## config.mk

```make
export PLATFORM = sky130hd
export DESIGN_NAME = sequence_frame_tx
export DESIGN_NICKNAME = d
export VERILOG_FILES = /design/src/rtl/sequence_frame_pkg.sv /design/src/rtl/sequence_frame_shreg.sv /design/src/rtl/sequence_frame_tx.sv
export SDC_FILE = /design/constraint.sdc
export NUM_CORES = 1
export LEC_CHECK = 0
export CORE_AREA = 4 4 62 64
export CTS_CLUSTER_DIAMETER = 80
export DETAILED_ROUTE_END_ITERATION = 10
export DIE_AREA = 0 0 66 68
export PLACE_DENSITY = 0.52
export SETUP_SLACK_MARGIN = 0.2
export SYNTH_ARGS = -nofsm -noshare
export SYNTH_HDL_FRONTEND = slang
export SYNTH_SLANG_ARGS = --single-unit
```

## constraint.sdc

```tcl
create_clock -name clk -period 2.1 [get_ports clk]
set_input_delay 0.42 -clock clk [delete_from_list [all_inputs] [get_ports clk]]
set_output_delay 0.42 -clock clk [all_outputs]
set_load 0.1 [all_outputs]
```

## src/rtl/sequence_frame_pkg.sv

```systemverilog
// sequence_frame_pkg: shared FSM state enum and sync-preamble constants for sequence_frame_tx; macro SEQUENCE_FRAME_TX_PARITY_EN adds the PARITY state
package sequence_frame_pkg;
  localparam int SYNC_LEN = 4;
  localparam logic [SYNC_LEN-1:0] SYNC_PATTERN = 4'b1101;
`ifdef SEQUENCE_FRAME_TX_PARITY_EN
  typedef enum logic [1:0] {IDLE, SYNC, DATA, PARITY} state_t;
`else
  typedef enum logic [1:0] {IDLE, SYNC, DATA} state_t;
`endif
endpackage

```

## src/rtl/sequence_frame_shreg.sv

```systemverilog
// sequence_frame_shreg: loadable MSB-first shift register; ports clk, rst, load_i, en_i, d_i[W], sout_o (current MSB)
module sequence_frame_shreg #(
  parameter int W = 8
) (
  input  logic         clk,
  input  logic         rst,
  input  logic         load_i,
  input  logic         en_i,
  input  logic [W-1:0] d_i,
  output logic         sout_o
);
  logic [W-1:0] sr_q;
  always_ff @(posedge clk)
    if (rst) sr_q <= '0;
    else if (load_i) sr_q <= d_i;
    else if (en_i) sr_q <= sr_q << 1;
  assign sout_o = sr_q[W-1];
endmodule

```

## src/rtl/sequence_frame_tx.sv

```systemverilog
// sequence_frame_tx: serialises a 4-bit sync preamble then DATA_W payload bits MSB first (plus even parity with SEQUENCE_FRAME_TX_PARITY_EN); ports clk, rst, start, din[DATA_W], ready, o, o_valid, done
module sequence_frame_tx
  import sequence_frame_pkg::*;
#(
  parameter int DATA_W   = 8,
  parameter int SYNC_LEN = 4
) (
  input  logic              clk,
  input  logic              rst,
  input  logic              start,
  input  logic [DATA_W-1:0] din,
  output logic              ready,
  output logic              o,
  output logic              o_valid,
  output logic              done
);
  localparam int CW = $clog2(DATA_W + 1);
  state_t          state_q, state_d;
  logic [CW-1:0]   cnt_q, cnt_d;
  logic [1:0]      sidx_q, sidx_d;
  logic            o_q, o_d, v_q, v_d, done_q, done_d;
  logic            load, shift, sout;
`ifdef SEQUENCE_FRAME_TX_PARITY_EN
  logic            par_q, par_d;
`endif
  sequence_frame_shreg #(.W(DATA_W)) u_shreg (
    .clk(clk), .rst(rst), .load_i(load), .en_i(shift), .d_i(din), .sout_o(sout)
  );
  // Outputs are registered: each edge decides the bit that o carries in the following cycle,
  // so state_q always names the phase of the bit currently on o.
  always_comb begin
    state_d = state_q;
    cnt_d   = cnt_q;
    sidx_d  = sidx_q;
    o_d     = 1'b0;
    v_d     = 1'b0;
    done_d  = 1'b0;
    load    = 1'b0;
    shift   = 1'b0;
    case (state_q)
      IDLE: if (start) begin
        state_d = SYNC;
        cnt_d   = '0;
        sidx_d  = '0;
        load    = 1'b1;
        o_d     = SYNC_PATTERN[SYNC_LEN-1];
        v_d     = 1'b1;
      end
      SYNC: begin
        v_d = 1'b1;
        if (sidx_q == 2'(SYNC_LEN - 1)) begin
          state_d = DATA;
          cnt_d   = CW'(1);
          shift   = 1'b1;
          o_d     = sout;
        end else begin
          sidx_d = sidx_q + 2'd1;
          o_d    = SYNC_PATTERN[~sidx_d];
        end
      end
      DATA: if (cnt_q == CW'(DATA_W)) begin
`ifdef SEQUENCE_FRAME_TX_PARITY_EN
        state_d = PARITY;
        o_d     = par_q;
        v_d     = 1'b1;
`else
        state_d = IDLE;
        done_d  = 1'b1;
`endif
      end else begin
        cnt_d = cnt_q + 1'b1;
        shift = 1'b1;
        o_d   = sout;
        v_d   = 1'b1;
      end
`ifdef SEQUENCE_FRAME_TX_PARITY_EN
      PARITY: begin
        state_d = IDLE;
        done_d  = 1'b1;
      end
`endif
      default: state_d = IDLE;
    endcase
  end
`ifdef SEQUENCE_FRAME_TX_PARITY_EN
  // Accumulates every payload bit as it is shifted out.
  assign par_d = load ? 1'b0 : shift ? par_q ^ sout : par_q;
  always_ff @(posedge clk) par_q <= rst ? 1'b0 : par_d;
`endif
  always_ff @(posedge clk)
    if (rst) begin
      state_q <= IDLE;
      cnt_q   <= '0;
      sidx_q  <= '0;
      o_q     <= 1'b0;
      v_q     <= 1'b0;
      done_q  <= 1'b0;
    end else begin
      state_q <= state_d;
      cnt_q   <= cnt_d;
      sidx_q  <= sidx_d;
      o_q     <= o_d;
      v_q     <= v_d;
      done_q  <= done_d;
    end
  assign ready   = state_q == IDLE;
  assign o       = o_q;
  assign o_valid = v_q;
  assign done    = done_q;
endmodule

```

# --- Yosys cells after proc, flatten, opt, wreduce, memory -nomap -nowiden ---
# Cells that the tools add are included.
totals:
  ff_bits: 19
  latchBits: 0
  mem_bits_rw: 0
  romBits: 0
  memories: 0
classes:
  addsub: 2
  mul: 0
  div: 0
  magnitude_cmp: 1
  eq_ne: 9
  n_shift: 0
  muxes: 25
  n_bitwise: 2
  reduce_logical: 8
op_table:
  columns: ["operator", "n"]
  rows:
  - ["8-bit two-way mux", 2]
  - ["4-bit two-way mux", 3]
  - ["4-bit case mux with 3 select lines", 1]
  - ["2-bit two-way mux", 5]
  - ["2-bit inequality test (second input constant)", 5]
  - ["1-bit two-way mux", 8]
  - ["1-bit case mux with 3 select lines", 2]
  - ["2-bit case mux with 3 select lines", 1]
  - ["3-bit AND reduction", 2]
  - ["4-bit by 1-bit adder with 4-bit output (second input constant)", 1]
  - ["2-bit == test (second input constant)", 2]
  - ["4-bit == test (second input constant)", 1]
  - ["2-bit case mux with 2 select lines", 1]
  - ["4-bit AND reduction", 1]
  - ["2-bit nonzero test", 2]
  - ["2-bit by 3-bit less-than comparator with 1-bit output (second input constant)", 1]
  - ["3-bit nonzero test", 1]
  - ["2-bit by 1-bit adder with 2-bit output (second input constant)", 1]
  - ["1-bit binary-select mux with 2-bit select", 1]
  - ["2-bit by 1-bit == test with 1-bit output (second input constant)", 1]
  - ["2-bit zero test", 1]
  - ["2-bit inverter", 1]
  - ["1-bit case mux with 2 select lines", 1]
  - ["2-bit OR reduction", 1]
  - ["1-bit inverter", 1]

# --- Logic depth before layout (Yosys ltp) ---
# Gate-level depths: netlist (run 1).
depth:
  word_depth: 6
  depth_mapped: 8
  mapped_depth_nobuf: 6

# --- Cells and area by module ---
# Synthesis (run 1) repeated with hierarchy kept, for this count alone.
unflattened:
  cells_unflattened: 116
  hier_area_um2: 1088.5
modules_own_cells:
  columns: ["mod", "n_inst", "cells_each", "area_each_um2", "seq_area_each_um2"]
  rows:
  - ["sequence_frame_tx", 1, 81, 719.4, 220.2]
  - ["sequence_frame_shreg", 1, 35, 369.1, 160.2]

# --- Least setup slack after synthesis (run 1) ---
# OpenSTA, ideal clock, no wires.
synth_path:
  path_kind: "register to register"
  startpoint: "register state_q[0]"
  endpoint: "register cnt_q[3]"
  setup_time_ns: 0.114
  arrival_time_ns: 2.127
  path_slack_ns: -0.141
  stages_incl_launch_ff: 7
  n_path_buf: 0
  period_less_slack_ns: 2.241
  cell_sequence: "dfxtp_1 inv_1 ha_1 nor2b_1 or3_4 nor4_2 a21o_1"
synth_via:
  elab_chain_cells: 3
  elab_cells_between_ends: 9
  classes_between: "5 x eq/ne; 1 x mux; 3 x reduce/logical"
synth_rtl:
  columns: ["item", "line", "source"]
  rows:
  - ["start: declaration", "sequence_frame_tx.sv:18", "state_t state_q, state_d;"]
  - ["start signal: assignment", "sequence_frame_tx.sv:99", "state_q <= state_d;"]
  - ["2-bit zero test (*)", null, null]
  - ["via ready", "sequence_frame_tx.sv:12", "output logic ready,"]
  - ["2-bit inequality test (no source line) / 3-bit nonzero test (equally long branches)", null, null]
  - ["4-bit AND reduction (no source line)", null, null]
  - ["end signal: assignment", "sequence_frame_tx.sv:100", "cnt_q <= cnt_d;"]
  - ["end: declaration", "sequence_frame_tx.sv:19", "logic [CW-1:0] cnt_q, cnt_d;"]
# The timed path passes the listed nets; every way through them passes the cells marked *.
# A chain may end at the register's enable or synchronous reset.

# --- Worst setup path after layout (run 1) ---
layout_path:
  startpoint: "register state_q[0]"
  endpoint: "register cnt_q[3]"
layout_via:
  elab_chain_cells: 3
  elab_cells_between_ends: 9
  classes_between: "5 x eq/ne; 1 x mux; 3 x reduce/logical"
layout_rtl:
  columns: ["item", "line", "source"]
  rows:
  - ["2-bit == test, or another cell as far along", "sequence_frame_tx.sv:40", "case (state_q)"]
  - ["2-bit inequality test (no source line) / 3-bit nonzero test (equally long branches)", null, null]
  - ["4-bit AND reduction (no source line)", null, null]
# Parallel ways exist; a longest one is shown, timed or not.

==> results of run 1 <==
==> synthesized netlist by cell type (2+ instances only) <==
cell	number
dfxtp_1	19
nor2_1	11
ha_1	9
mux2i_1	9
a211oi_2	7
inv_1	7
o21ai_0	7
a21oi_1	5
nand3_1	3
nor2b_1	3
nor3_1	3
a211oi_1	2
a21o_1	2
and2_1	2
and2_4	2
buf_6	2
clkbuf_1	2
==> worst max path at each step <==
stage / from / endpoint / slack, ns
floorplan: state_q[0]$_SDFFE_PP0P_ / cnt_q[3]$_SDFFE_PP0P_ / 0.35
global placement: start / u_shreg.sr_q[2]$_SDFFE_PP0P_ / 0.18
detailed placement: state_q[1]$_SDFFE_PP0P_ / u_shreg.sr_q[6]$_SDFFE_PP0P_ / 0.12
CTS: state_q[0]$_SDFFE_PP0P_ / u_shreg.sr_q[3]$_SDFFE_PP0P_ / 0.23
global route: state_q[0]$_SDFFE_PP0P_ / cnt_q[3]$_SDFFE_PP0P_ / 0.22
finish: state_q[0]$_SDFFE_PP0P_ / cnt_q[3]$_SDFFE_PP0P_ / 0.34
==> registers in the layout (all words and copies together), names as in the netlist <==
signal        flops
u_shreg.sr_q      8
cnt_q             4
sidx_q            2
state_q           2
done              1
o                 1
o_valid           1
==> stage by stage <==
step / cells / total power [W] / hold WS [ns] / cell area, sq um
6_report: 175 / 0.00165 / 0.523 / 1370
2_1_floorplan: 113 / 0.00127 / 0.479 / 1130
5_1_grt: 175 / 0.00177 / 0.566 / 1370
3_5_place_dp: 171 / 0.00145 / 0.508 / 1320
4_1_cts: 175 / 0.00164 / 0.525 / 1350
3_3_place_gp: 171 / 0.00143 / 0.502 / 1320
==> logic make-up (layout without fill, tap and decap cells) <==
kind of cell,Yosys count,after routing,share of synthesized area
AOI/OAI and AO/OA,29,29,0.206
adders and majority gates,9,9,0.101
buffers and inverters,12,28,0.0547
DFF,19,19,0.340
muxes,9,9,0.0805
and+or+nand+nor,35,35,0.219
==> final cells by class <==
type,count,share of cell area
inverter,7,0.0192
tap,46,0.0420
timing repair buffer,17,0.120
multi-input combinational,82,0.521
clock buffer,4,0.0192
sequential,19,0.278
==> report_power, final <==
group	internal, W	total, W	switching (W)
clock network	0.0000739	0.000187	0.000114
registers	0.000447	0.000500	0.0000531
logic	0.000395	0.000963	0.000568
==> repair_timing <==
item	CTS	global route
setup endpoints to repair	7	13
pin swaps	0	1
gates cloned	0	0
gates resized for setup	1	6
==> metal layers <==
layer  share of wire  up-vias  routed length [um]  global-route usage
met5               0        -                   0                   0
met1            0.50      403                1110               0.131
met2            0.46       10                1020               0.189
met3           0.033        0                  73              0.0394
met4               0        0                   0              0.0102
li1                -      437                   -                   -
==> worst max-delay path, cell delays in order (launching register included) <==
cell and delay (ns):
dfxtp_2 0.37, inv_1 0.10, ha_2 0.25, and4b_2 0.30, nor4_4 0.35, o21ai_0 0.12, a21o_1 0.18
==> results.txt, run 1 <==
Final WS setup -> 0.339 ns
# diodes -> 0
DR pass1 iterations -> 4
area leader, netlist -> dfxtp_1
initial detailed-routing violation count -> 26
most used flip-flop cell after synthesis -> dfxtp_1
Die Width -> 66 um
DP HPWL -> 1690 um
share of synthesized flip-flops with an asynchronous set or reset -> 0
die footprint -> 0.00449 sq mm
Synth Instances -> 113
later-pin clock latency in the skew report -> 0.29 ns
Post-CTS Setup Inserts -> 0
sum of negative setup slack -> 0 ns
critical path class -> reg2reg
CTS Buf Count -> 3
clock root cell -> clkbuf_4
Max Slew Vio Count -> 0
DR vias/cell -> 4.86
gr usage total -> 0.108
gpl congestion -> 0.801
first-pass GRT wire length -> 3750 um
core area -> 0.00328 sq mm
clk buf depth -> 2
final hold vios -> 0
Pwr Density -> 1200 mW/mm^2
worst reg2reg path depth -> 6
Post-Syn Area -> 0.00112 sq mm
Initial Utilization -> 0.341
P_leak -> 0.521 nW
syn nets -> 133
ratio of final minimum period to clock period -> 0.839
Post-route DRC -> 0
arrival time worst endpoint -> 1.97 ns
Critical Path Start Type -> register
initial antenna violation count -> 0
Final Skew -> 0.00475 ns
hold path cells -> 2
Max-Cap Viols -> 0
Worst-Margin Slew -> 0.371 ns
Synth Warn # -> 0
post-route minimum period -> 1.76 ns
pre-CTS setup slack -> 0.122 ns
total number of vias -> 850
# setup viols final -> 0
drt wl/cell -> 12.6 um
commonest non-fill, non-tap cell in the layout -> dfxtp_1
Syn-to-layout area delta -> 22.5%
fin util -> 0.418
total global routing overflow -> 0
Crit. End Element -> register
run status -> complete, no violations
Worst VDD drop -> 0.520 mV
R2R Path Start -> state_q[0]$_SDFFE_PP0P_
total clock sinks -> 19
sequential fraction of the synthesis area -> 0.340
most area-consuming cells after synthesis -> dfxtp_1, ha_1, mux2i_1
die height -> 68 um
RSZ-0062 raised after global routing -> no
Hold EP -> cnt_q[1]$_SDFFE_PP0P_
syn avg cell area -> 9.91 sq um
top-area cell type share of the netlist area -> 0.340
Multi-input gate area -> 714 sq um
R2R Setup Slk -> 0.34 ns
Netlist cell types -> 35
most frequent cells in the layout -> dfxtp_1, nor2_1, clkdlybuf4s50_1
number of global-route vias before repair -> 875
num ports -> 15
CTS tree -> built
largest net degree at the start of global routing -> 15
share of layout cells above drive strength 1 -> 0.264
fill cell total of the finished layout -> 335
worst hold path type -> reg2reg
row count -> 21
Slew headroom -> 0.752
RR Endpoint -> cnt_q[3]$_SDFFE_PP0P_
Total Wirelength -> 2210 um
Hold Crit Start -> cnt_q[1]$_SDFFE_PP0P_
FF/Latch Area -> 382 sq um
critical path required time -> 2.31 ns
Peak Freq -> 0.568 GHz
IO Port Bufs -> 14
Reg clk slew, reported paths -> 0.11 ns
#FFs+latches synth -> 19
Post-synth EDFFs -> 0
Post-DRT Antenna Nets -> 0
htree depth -> 1
Crit Path Max Fanout -> 7
nets -> 150
hold buffers post-CTS -> 0
(Power assumes the default switching activity.)
==> inputs of run 2 (changes only) <==
PLACE_DENSITY = 0.54   (was 0.52)
clock period = 1.55 ns   (was 2.1 ns; I/O delays follow)
==> run 2 against run 1 <==
Against the previous run:
- the flow now finishes with violations (setup timing)
- global-route usage grew 1.6 points
- clock-buffer cell count shrank 1
- highest routed layer is now met4
- final cell count grew 15%
- first-iteration DRC count grew 120%
- largest power group unchanged
- clock power grew 37%
- register-to-register slack lost 0.39 ns
- final area grew 28%
- combinational power grew 94%
- critical path depth grew 1
- critical endpoint is now u_shreg.sr_q[7]$_SDFFE_PP0P_
- sequential power grew 47%
==> results.txt, run 2 (synthesis gave the netlist of run 1 again) <==
Pwr Density -> 1630 mW/mm^2
Int Pwr -> 0.00167 W
IO Port Bufs -> 14
Max Slew Vio Count -> 0
fill cell total of the finished layout -> 294
row count -> 21
initial antenna violation count -> 0
Post-route DRC -> 0
Total Wirelength -> 2480 um
Area after DPL -> 0.00159 sq mm
most frequent cells in the layout -> buf_4, dfxtp_1, clkdlybuf4s50_1
Syn-to-layout area delta -> 56.6%
number of global-route vias before repair -> 948
Sw Share -> 0.414
# setup viols final -> 7
hold buffers post-CTS -> 0
critical path class -> reg2reg
share of layout cells above drive strength 1 -> 0.523
commonest non-fill, non-tap cell in the layout -> buf_4
worst hold path type -> reg2reg
Top reg by flops -> u_shreg.sr_q
final hold vios -> 0
final instance area -> 0.00175 sq mm
num ports -> 15
first-pass GRT wire length -> 4330 um
Peak Freq -> 0.626 GHz
failing checks -> setup timing
initial detailed-routing violation count -> 57
switching pwr -> 0.00118 W
critical path required time -> 1.75 ns
# diodes -> 0
Crit. End Element -> register
Flop pwr share -> 0.257
RR Endpoint -> u_shreg.sr_q[7]$_SDFFE_PP0P_
total clock sinks -> 19
total number of vias -> 966
Worst-Margin Slew -> 0.316 ns
Max-Cap Viols -> 0
die height -> 68 um
Post-DRT Antenna Nets -> 0
Slew headroom -> 0.787
R2R Path Start -> state_q[0]$_SDFFE_PP0P_
worst reg2reg path depth -> 7
Reg clk slew, reported paths -> 0.12 ns
Multi-input gate area -> 810 sq um
buffers and inverters on the worst path -> 2
gpl congestion -> 0.830
ratio of final minimum period to clock period -> 1.03
total global routing overflow -> 0
hold path cells -> 2
die footprint -> 0.00449 sq mm
largest net degree at the start of global routing -> 18
largest registers -> u_shreg.sr_q: 8 flops, cnt_q: 4 flops
DR vias/cell -> 4.81
core area -> 0.00328 sq mm
RSZ-0062 raised after global routing -> yes
critical path's top delay family -> flip-flops
P_leak -> 0.697 nW
CTS tree -> built
later-pin clock latency in the skew report -> 0.30 ns
crit path cell chain -> inv_4 > ha_2 > and2_4 > a221o_1 > buf_12 > nor2_1 > a211oi_2
Worst VDD drop -> 1.01 mV
arrival time worst endpoint -> 1.80 ns
clk buf depth -> 2
Largest stage delay, worst path -> 0.40 ns
Critical Path Start Type -> register
nets -> 176
DR pass1 iterations -> 4
Die Width -> 66 um
gr usage total -> 0.123
CP max stage cell -> dfxtp_4
R2R Setup Slk -> -0.05 ns
run status -> finished with violations
htree depth -> 1
post-route minimum period -> 1.60 ns
Crit Path Max Fanout -> 14
Hold EP -> u_shreg.sr_q[4]$_SDFFE_PP0P_
fin util -> 0.534
Final WS setup -> -0.0484 ns
FF/Latch Area -> 397 sq um
clock root cell -> clkbuf_4
Final Skew -> 0.00818 ns
drt wl/cell -> 12.4 um
flip-flop count of the largest register after layout -> 8
clock share of power -> 0.090
combinational share of power -> 0.653
Hold Crit Start -> u_shreg.sr_q[4]$_SDFFE_PP0P_
DP HPWL -> 1890 um
CTS Buf Count -> 3
Initial Utilization -> 0.341
[run 2: cell types whose count changed in the layout (fill, tap and decap cells not counted), moves of 5 or more]
cell and change:
nor2_1 -5, buf_4 +17, buf_6 +5, o21ai_1 +6, o21ai_0 -7
[run 2: timing repair]
item / 4_1_cts / 5_1_grt
endpoints found under the setup margin: 17 / 19
gates resized for setup: 11 / 19
pin swaps: 6 / 9
buffers inserted: 4 / 1
gates cloned: 0 / 0
[run 2: per-layer routing]
layer | GRT usage | up-vias | wire [um]
li1 | - | 491 | -
met1 | 0.153 | 455 | 1140
met2 | 0.210 | 18 | 1250
met3 | 0.0312 | 2 | 84
met4 | 0.0381 | 0 | 16
met5 | 0 | - | 0
[run 2: area by class of cell]
class | count | share of cell area
tap | 46 | 0.0328
sequential | 19 | 0.226
clock buffer | 3 | 0.0128
timing repair buffer | 43 | 0.245
multi-input combinational | 82 | 0.461
inverter | 7 | 0.0193
clock inverter | 1 | 0.00285
[run 2: how the worst max path moves through the flow]
| stage | cells past startpoint | to | from |
|---|---|---|---|
| after floorplan | 7 | u_shreg.sr_q[3]$_SDFFE_PP0P_ | state_q[0]$_SDFFE_PP0P_ |
| after global placement | 6 | u_shreg.sr_q[7]$_SDFFE_PP0P_ | start |
| after detailed placement | 6 | u_shreg.sr_q[6]$_SDFFE_PP0P_ | start |
| after CTS | 7 | u_shreg.sr_q[1]$_SDFFE_PP0P_ | state_q[0]$_SDFFE_PP0P_ |
| after global routing | 7 | u_shreg.sr_q[1]$_SDFFE_PP0P_ | state_q[0]$_SDFFE_PP0P_ |
| final | 7 | u_shreg.sr_q[7]$_SDFFE_PP0P_ | state_q[0]$_SDFFE_PP0P_ |
[run 2: through the flow]
step	worst slack [ns]	std cells	hold slack, ns	setup TNS (ns)	power, W
2_1_floorplan	-0.0644	113	0.450	-0.406	0.00186
3_3_place_gp	-0.142	192	0.509	-1.22	0.00239
3_5_place_dp	-0.203	192	0.519	-1.69	0.00242
4_1_cts	-0.0507	200	0.537	-0.234	0.00282
5_1_grt	-0.109	201	0.548	-0.953	0.00305
6_report	-0.0484	201	0.534	-0.190	0.00286
[run 2: power groups by stage]
stage / Clock [W] / Sequential [W] / Combinational [W]
3_5_place_dp: 0 / 0.000712 / 0.00170
3_3_place_gp: 0 / 0.000709 / 0.00168
4_1_cts: 0.000274 / 0.000709 / 0.00184
5_1_grt: 0.000299 / 0.000753 / 0.00200
2_1_floorplan: 0 / 0.000823 / 0.00104
6_report: 0.000256 / 0.000735 / 0.00187
[run 2: worst reg2reg max path, cell delays in order (launching register included)]
cell and delay, ns:
dfxtp_4 0.40, inv_4 0.05, ha_2 0.20, and2_4 0.16, a221o_1 0.35, buf_12 0.17
nor2_1 0.12, a211oi_2 0.05
